**src/rtl/fifo_rr_scheduler_pkg.sv**
```systemverilog
// Shared definitions for the round-robin FIFO scheduler:
// FSM state codes, default geometry and threshold width.
package fifo_rr_scheduler_pkg;

  localparam int N_SRC_DEF    = 4;
  localparam int IDX_W_DEF    = 2;
  localparam int BUS_SIZE_DEF = 5;
  localparam int UMB_W        = 4;

  typedef enum logic [1:0] {
    ST_INIT   = 2'd0,
    ST_IDLE   = 2'd1,
    ST_ACTIVE = 2'd2,
    ST_ERROR  = 2'd3
  } state_e;

endpackage

```
**src/rtl/fifo_rr_scheduler_rr_arbiter.sv**
```systemverilog
// Combinational rotating-priority arbiter. Searches req from ptr+1
// (mod N) upward; ports: req, ptr, en -> gnt_onehot, gnt_idx, any.
module fifo_rr_scheduler_rr_arbiter #(
  parameter int N  = 4,
  parameter int IW = 2
) (
  input  logic [N-1:0]  req,
  input  logic [IW-1:0] ptr,
  input  logic          en,
  output logic [N-1:0]  gnt_onehot,
  output logic [IW-1:0] gnt_idx,
  output logic          any
);

  logic          found;
  logic [IW-1:0] idx;

  assign any = |req;

  // N is a power of two, so IW-bit addition wraps modulo N.
  always_comb begin
    found      = 1'b0;
    idx        = '0;
    gnt_idx    = '0;
    gnt_onehot = '0;
    for (int k = 1; k <= N; k++) begin
      idx = ptr + IW'(k);
      if (!found && req[idx]) begin
        found   = 1'b1;
        gnt_idx = idx;
      end
    end
    if (en && found) gnt_onehot[gnt_idx] = 1'b1;
  end

endmodule

```
**src/rtl/fifo_rr_scheduler.sv**
```systemverilog
// Drains N_SRC source FIFOs round-robin into one destination FIFO.
// Ports: config (init, umbral_*), per-source flags/data, dst flow ctl.
module fifo_rr_scheduler
  import fifo_rr_scheduler_pkg::*;
#(
  parameter int N_SRC    = N_SRC_DEF,
  parameter int IDX_W    = IDX_W_DEF,
  parameter int BUS_SIZE = BUS_SIZE_DEF
) (
  input  logic                      clk,
  input  logic                      reset,
  input  logic                      init,
  input  logic [UMB_W-1:0]          umbral_a_in,
  input  logic [UMB_W-1:0]          umbral_b_in,
  input  logic [N_SRC-1:0]          src_empty,
  input  logic [N_SRC-1:0]          src_valid,
  input  logic [N_SRC*BUS_SIZE-1:0] src_data,
  input  logic [N_SRC-1:0]          src_error,
  input  logic                      dst_pause,
  input  logic                      dst_continua,
  input  logic                      dst_error,
  output logic [N_SRC-1:0]          src_pop,
  output logic                      dst_push,
  output logic [BUS_SIZE-1:0]       dst_data,
  output logic                      dst_valid,
  output logic [UMB_W-1:0]          umbralA,
  output logic [UMB_W-1:0]          umbralB,
  output logic [1:0]                state,
  output logic                      idle,
  output logic                      error_out
);

  state_e             state_q, state_d;
  logic [UMB_W-1:0]   umb_a_q, umb_a_d;
  logic [UMB_W-1:0]   umb_b_q, umb_b_d;
  logic [IDX_W-1:0]   rr_ptr_q, rr_ptr_d;
  logic [IDX_W-1:0]   gnt_q, gnt_d;
  logic               stall_q, stall_d;
  logic               push_q, push_d;

  logic               any_req;
  logic               any_err;
  logic               issue;
  logic [IDX_W-1:0]   gnt_idx;
  logic [BUS_SIZE-1:0] sel_data;

  assign any_err = (|src_error) | dst_error;
  assign issue   = (state_q == ST_ACTIVE) && !stall_q
                && !dst_pause && any_req;

  fifo_rr_scheduler_rr_arbiter #(
    .N  (N_SRC),
    .IW (IDX_W)
  ) u_arb (
    .req        (~src_empty),
    .ptr        (rr_ptr_q),
    .en         (issue),
    .gnt_onehot (src_pop),
    .gnt_idx    (gnt_idx),
    .any        (any_req)
  );

  always_comb begin
    state_d = state_q;
    umb_a_d = umb_a_q;
    umb_b_d = umb_b_q;
    if (state_q == ST_INIT) begin
      umb_a_d = umbral_a_in;
      umb_b_d = umbral_b_in;
    end
    unique case (state_q)
      ST_INIT: begin
        if (!init) state_d = ST_IDLE;
      end
      ST_IDLE: begin
        if (init) state_d = ST_INIT;
        else if (any_req) state_d = ST_ACTIVE;
      end
      ST_ACTIVE: begin
        // Stay until the last popped word has been pushed.
        if (init) state_d = ST_INIT;
        else if (!any_req && !push_q) state_d = ST_IDLE;
      end
      ST_ERROR: state_d = ST_ERROR;
    endcase
    if (any_err && state_q != ST_ERROR) state_d = ST_ERROR;
  end

  always_comb begin
    stall_d = stall_q;
    if (dst_pause) stall_d = 1'b1;
    else if (dst_continua) stall_d = 1'b0;
    push_d   = issue;
    rr_ptr_d = issue ? gnt_idx : rr_ptr_q;
    gnt_d    = issue ? gnt_idx : gnt_q;
  end

  always_ff @(posedge clk or negedge reset) begin
    if (!reset) begin
      state_q  <= ST_INIT;
      umb_a_q  <= '0;
      umb_b_q  <= '0;
      rr_ptr_q <= IDX_W'(N_SRC - 1);
      gnt_q    <= '0;
      stall_q  <= 1'b0;
      push_q   <= 1'b0;
    end else begin
      state_q  <= state_d;
      umb_a_q  <= umb_a_d;
      umb_b_q  <= umb_b_d;
      rr_ptr_q <= rr_ptr_d;
      gnt_q    <= gnt_d;
      stall_q  <= stall_d;
      push_q   <= push_d;
    end
  end

  // Source data_out is registered, so the popped word shows up
  // on the granted source one cycle after its pop.
  assign sel_data  = src_data[int'(gnt_q)*BUS_SIZE +: BUS_SIZE];
  assign dst_push  = push_q;
  assign dst_data  = push_q ? sel_data : '0;
  assign dst_valid = push_q & src_valid[gnt_q];
  assign umbralA   = umb_a_q;
  assign umbralB   = umb_b_q;
  assign state     = state_q;
  assign idle      = (state_q == ST_IDLE);
  assign error_out = (state_q == ST_ERROR);

endmodule
```
**config.mk**
```make
export PLATFORM = sky130hd
export DESIGN_NAME = fifo_rr_scheduler
export DESIGN_NICKNAME = d
export VERILOG_FILES = /design/src/rtl/fifo_rr_scheduler_pkg.sv /design/src/rtl/fifo_rr_scheduler_rr_arbiter.sv /design/src/rtl/fifo_rr_scheduler.sv
export SDC_FILE = /design/constraint.sdc
export NUM_CORES = 1
export LEC_CHECK = 0
export BUFFER_PORTS_ARGS = -buffer_cell sky130_fd_sc_hd__buf_2
export CAP_MARGIN = 20
export CORE_MARGIN = 2
export CORE_UTILIZATION = 37
export CTS_CLUSTER_DIAMETER = 60
export DETAILED_ROUTE_END_ITERATION = 16
export PLACE_DENSITY = 0.76
export SYNTH_ARGS = -nofsm -noshare
export SYNTH_HDL_FRONTEND = slang
export SYNTH_HIERARCHICAL = 1
export SYNTH_SLANG_ARGS = --single-unit
```
**constraint.sdc**
```tcl
create_clock -name clk -period 1.55 [get_ports clk]
set_input_delay 0.155 -clock clk [delete_from_list [all_inputs] [get_ports clk]]
set_output_delay 0.155 -clock clk [all_outputs]
set_load 0.005 [all_outputs]
```
==> results of run 1 <==
## synthesized netlist by cell type, types with 2 or more instances
cell / count / area [um2]
dfstp_2: 2 / 52.6
mux4_2: 6 / 135
and2_1: 6 / 37.5
dfrtp_1: 14 / 350
mux2_1: 4 / 45.0
nor2b_1: 2 / 12.5
nor2_1: 4 / 15.0
o21ai_0: 2 / 10.0
a21o_1: 2 / 15.0
nand2_1: 2 / 7.51
inv_1: 7 / 26.3
mux2_2: 8 / 90.1
## flip-flops by register name (all words and copies together) (netlist names)
signal,flops
gnt_q,2
rr_ptr_q,2
state,2
umbralA,4
umbralB,4
dst_push,1
stall_q,1
## cells by family (layout without fill, tap and decap cells)
group	count (synthesis)	after routing	synth area share, %
muxes	19	19	27.9
DFF	16	16	40.1
buffers and inverters	9	89	3.48
and+or+nand+nor	27	27	17.5
AOI/OAI and AO/OA	14	14	11.1
## power by group
group,total [W],internal [W],switching [W],leakage [nW]
registers,0.000422,0.000419,0.00000248,0.201
logic,0.000130,0.0000773,0.0000530,0.625
clock network,0.000267,0.000143,0.000124,0.0210
## path summary, 6_finish.rpt
path	endpoint	slack [ns]	depth (start not counted)
max	src_pop[0]	-0.32	4
min	umbralA[0]	0.10	2
max reg2reg	gnt_q[0]	-0.03	4
min reg2reg	umbralA[2]	0.52	1
max in group asynchronous	rr_ptr_q[0]	0.94	2
min in group asynchronous	umbralB[1]	0.31	2
## per-stage QoR
stage	cell area, um2	total power (W)	hold slack (ns)	std cells	util, %
3_5_place_dp	1440	0.000550	0.0826	189	57.2
6_report	1580	0.000819	0.102	195	62.5
4_1_cts	1530	0.000828	0.0905	195	60.7
5_1_grt	1580	0.000872	0.0809	195	62.5
3_3_place_gp	1440	0.000543	0.0739	189	57.2
2_1_floorplan	1010	0.000470	-0.141	85	-
## final cells by class
| class | count | area share (%) |
|---|---|---|
| Clock buffer | 4 | 2.30 |
| Timing Repair Buffer | 78 | 28.1 |
| Tap cell | 30 | 2.38 |
| Sequential cell | 16 | 25.7 |
| Inverter | 7 | 1.67 |
| Multi-Input combinational cell | 60 | 39.9 |
## worst max-delay path, stage by stage (launching register included)
cell	delay, ns
dfstp_2	0.63
a21boi_1	0.11
o21ba_2	0.22
nor4_1	0.31
buf_2	0.17
## repair_timing
| action | CTS | global route |
|---|---|---|
| buffers inserted | 1 | 0 |
| endpoints found under the hold margin | 14 | 0 |
| pin swaps | 7 | 1 |
| endpoints found under the setup margin | 12 | 12 |
| hold buffers | 1 | 0 |
| gates resized for setup | 8 | 9 |
## layout by cell type, fill, tap and decap left out, types with 3 or more instances in the layout
cell type / n
buf_4: 9
buf_6: 4
and2_4: 5
mux2_2: 8
buf_2: 64
inv_1: 6
clkbuf_4: 3
nor2_1: 4
mux4_2: 6
dfrtp_1: 13
## layer usage
layer  part of all wire [%]  up-vias  global-route usage [%]
li1                       -      473                       -
met1                     35      480                    18.0
met2                     56       57                    35.3
met3                    9.3        2                    4.88
met4                   0.33        0                    5.10
met5                      0        -                       0
==> impl_results.md, run 1 <==
* Post-DP HPWL at 2200 um
* Rel. slew slack at roughly 73%
* Global-route usage over all layers at roughly 18%
* Pre-antenna DRT Iters at 4
* Routability cong. at roughly 0.81
* RSZ-0062 raised after global routing: true
* Syn Std Cell Area at 0.00101 mm2
* Final setup margin at -0.321 ns
* Remaining DRCs at 0
* Fin. Hold Viols at 0
* Average instance area after synthesis at 11.8 um2
* CTS Sinks at 16
* Starting Density at 39.9%
* Max FO, Critical Path at 7
* Buffers added on ports at 68
* Post-synth ARST share at 100%
* FILL cells at around 220
* Beginning of the worst register-to-register path: rr_ptr_q[1]
* Mapped Nets at approximately 130
* Post-DRT Antenna Nets at 0
* Worst slack at placement at -0.108 ns
* First-pass GRT wire length at 4570 um
* I/O pin cnt at 69
* HP Class: in2reg
* Antenna violations before repair at 0
* Setup total negative slack at -2.04 ns
* Via count at 1012
* Avg Vias per Cell at ~5.2
* Fin crit period at 1.87 ns
* # setup viols final at 11
* Core ar. at approximately 0.0025 mm2
* Post-Synthesis Cells at 85
* Ys flop type: dfrtp_1
* Die ar. at ~0.0032 mm2
* Total congestion overflow at 0
* Worst Setup Path Type: reg2out
* Area Overhead vs Synth at 56.6%
* PwrDens at approximately 520 mW/mm2
* # diodes at 0
* Worst Tran Pin Value at 0.403 ns
* Nets at 212
* Number of global-route vias before repair at 1085
* Fraction of layout cells with a size suffix above 1 at 70.3%
* Die width at 56.1 um
* Max-cap violations at 0
* Syn. warnings at 6
* CTS tree: done
* VDD IR-drop max at 0.000537 V
* Core Rows at 18
* Multi-input logic area at 628 um2
* Startpoint types: flop
* CTS Buf Count at 3
* Die height at approximately 56 um
* WP data required at between 1 and 1.5 ns
* Final WL at 2740 um
* Yosys reg bits at 16
* Register area at around 400 um2
* Count of cell types in the netlist at 38
* Crit end category: primary output
* Max Fclk at ~530 MHz
* Post-route clock period utilization at 121%
* Post-synthesis sequential area ratio at around 40%
* Drt wl/cell at between 10 and 15 um
* CTS Root Cell: clkbuf_4
* Number of flops mapped to enable cells by yosys at 0
* Worst-skew pair later-pin latency at 0.28 ns
* Leak at 0.847 nW
* Largest net degree at the start of global routing at 17
* Initial DRC count at 14
* CTS H-tree depth at 1
* Failing checks: setup timing
* Clock Skew at 0.00299 ns
* Final Max Tran Viols at 0
* CP Launch Point: rr_ptr_q[1]
* Hold Crit Start: umbral_a_in[0]
* Critical Path AT at 1.72 ns
* CTS max path bufs at 2
* Status: finished, violations left
* Clock transition at the registers of the reported paths at 0.09 ns
(Power assumes the default switching activity.)
==> inputs of run 2 (changes only) <==
Settings changed: PLACE_DENSITY 0.76 to 0.81.
==> impl_results.md, run 2 (synthesized netlist as in run 1, its figures left out) <==
* Starting Density at 39.9% (unchanged)
* Non-Filler Instances at 196 (+0.51%)
* Global-route usage over all layers at 17.5% (-0.36 points)
* CTS tree: done
* Avg Vias per Cell at 5.10 (-1.8%)
* Multi-input logic area at 634 um2 (+1.0%)
* Fin crit period at 1.83 ns (-0.0412 ns)
* Die height at 56.1 um (unchanged)
* Register area at 404 um2 (unchanged)
* WL met2 at 1440 um (-5.6%)
* Max Fclk at 547 MHz (+2.3%)
* FILL cells at 211 (-3.2%)
* Initial DRC count at 21 (+7)
* Final WL at 2660 um (-3.2%)
* Worst hold endpoint: umbralA[3]
* Worst slack at placement at -0.111 ns (-0.00295 ns)
* Total congestion overflow at 0 (unchanged)
* Slowest stage delay, CP at 0.62 ns (about the same)
* Max FO, Critical Path at 6 (-1)
* Fin. Hold Viols at 0 (unchanged)
* Setup total negative slack at -2.16 ns (-0.127 ns)
* Core Rows at 18 (unchanged)
* # diodes at 0 (unchanged)
* # setup viols final at 12 (+1)
* Hold slack at 0.0970 ns (-0.00472 ns)
* Worst path top cell family by delay: flip-flops
* Area Overhead vs Synth at 57.3%
* Status: finished, violations left
* Final Max Tran Viols at 0 (unchanged)
* Via count at 999 (-1.3%)
* PwrDens at 523 mW/mm2 (+0.71%)
* Buffers added on ports at 68 (unchanged)
* Number of global-route vias before repair at 1048 (-3.4%)
* Post-DP HPWL at 2100 um (-4.5%)
* Final setup margin at -0.279 ns (+0.0412 ns)
* Die width at 56.1 um (unchanged)
* Worst Tran Pin Value at 0.388 ns (-0.0146 ns)
* Drt wl/cell at 13.5 um (-3.7%)
* Remaining DRCs at 0 (unchanged)
* Worst-skew pair later-pin latency at 0.28 ns (about the same)
* CTS max path bufs at 2 (unchanged)
* CTS Buf Count at 3 (unchanged)
* Final core utilization at 62.7% (+0.30 points)
* Antenna violations before repair at 0 (unchanged)
* Rel. slew slack at 74.1% (+0.98 points)
* Post-route clock period utilization at 118% (-2.7 points)
* WHS Path Cells at 2 (unchanged)
* Bufs and invs on worst path at 1 (unchanged)
* I/O pin cnt at 69 (unchanged)
* CP Depth at 4 (unchanged)
* Core ar. at 0.00252 mm2 (unchanged)
* Max layer used: met4
* CTS Root Cell: clkbuf_4
* Clock Skew at 0.000858 ns (-0.00214 ns)
* CTS Sinks at 16 (unchanged)
* Routability cong. at 0.778 (-3.8%)
* Largest net degree at the start of global routing at 17 (unchanged)
* First-pass GRT wire length at 4350 um (-4.8%)
* Worst Setup Path Type: reg2out
* Nets at 213 (+0.47%)
* Critical Path AT at 1.67 ns (-0.05 ns)
* Met3 wire length at 242 um (-5.5%)
* CTS H-tree depth at 1 (unchanged)
* Max-cap violations at 0 (unchanged)
* Terminus of the critical flop-to-flop path: gnt_q[0]
* CP cell instances: mux2i_4 > a2bb2oi_2 > and4_1 > buf_2
* M1 WL at 951 um (+0.32%)
* Post-DRT Antenna Nets at 0 (unchanged)
* Fraction of layout cells with a size suffix above 1 at 71.1% (+0.78 points)
* Pre-antenna DRT Iters at 4 (unchanged)
* Hold Crit Start: umbral_a_in[3]
* Commonest cells after routing, fill and taps aside: buf_2, dfrtp_1, buf_4
* Startpoint types: flop
* Reg2reg setup slack at -0.11 ns (-0.08 ns)
* Crit-path slowest cell: dfstp_2
* DP Cell Count at 188 (-0.53%)
* FF-to-FF path depth at 5 (+1)
* Crit end category: primary output
* Leak at 0.850 nW (+0.39%)
* RSZ-0062 raised after global routing: true
* Clock transition at the registers of the reported paths at 0.09 ns (about the same)
* Beginning of the worst register-to-register path: rr_ptr_q[1]
* Most common cell after layout, fill and taps aside: buf_2
* WP data required at 1.39 ns (about the same)
* VDD IR-drop max at 0.000679 V (+27%)
* Die ar. at 0.00315 mm2 (unchanged)
* HP Class: in2reg
* Failing checks: setup timing
-- run 2: repair_timing --
item / CTS / global route
pin swaps: 9 / 3
hold endpoints to repair: 14 / 0
hold buffers: 1 / 0
setup buffers: 2 / 1
cloned: 0 / 0
endpoints found under the setup margin: 12 / 12
gates resized for setup: 11 / 6
-- run 2: area by class of cell --
cell class | instances | share of cell area [%]
sequential | 16 | 25.5
inverter | 7 | 1.66
timing repair buffer | 79 | 28.1
clock buffer | 4 | 2.29
multi-input combinational | 60 | 40.1
tap | 30 | 2.37
-- run 2: worst max path at each step --
| stage | start | slack (ns) | endpoint |
|---|---|---|---|
| after floorplan | src_empty[1] | 0.01 | src_pop[2] |
| after global routing | rr_ptr_q[1] | -0.38 | src_pop[0] |
| after CTS | rr_ptr_q[1] | -0.30 | src_pop[0] |
| final | rr_ptr_q[1] | -0.28 | src_pop[2] |
| after detailed placement | src_empty[1] | -0.11 | src_pop[2] |
| after global placement | src_empty[1] | -0.08 | src_pop[2] |
-- run 2: per-stage QoR --
step	cell area [um2]	total power, W
2_1_floorplan	1010	0.000470
3_3_place_gp	1440	0.000542
3_5_place_dp	1440	0.000550
4_1_cts	1550	0.000834
5_1_grt	1580	0.000880
6_report	1580	0.000828
-- run 2: layer usage --
layer	track usage, %	vias to the layer above
li1	-	481
met1	16.9	464
met2	34.3	52
met3	5.35	2
met4	6.46	0
met5	0	-
-- run 2: power breakdown --
group          internal, W  switching [W]  total, W  leakage [nW]
clock network     0.000143       0.000129  0.000272        0.0210
registers         0.000419     0.00000245  0.000422         0.201
logic            0.0000791      0.0000554  0.000135         0.628
total             0.000642       0.000187  0.000828         0.850
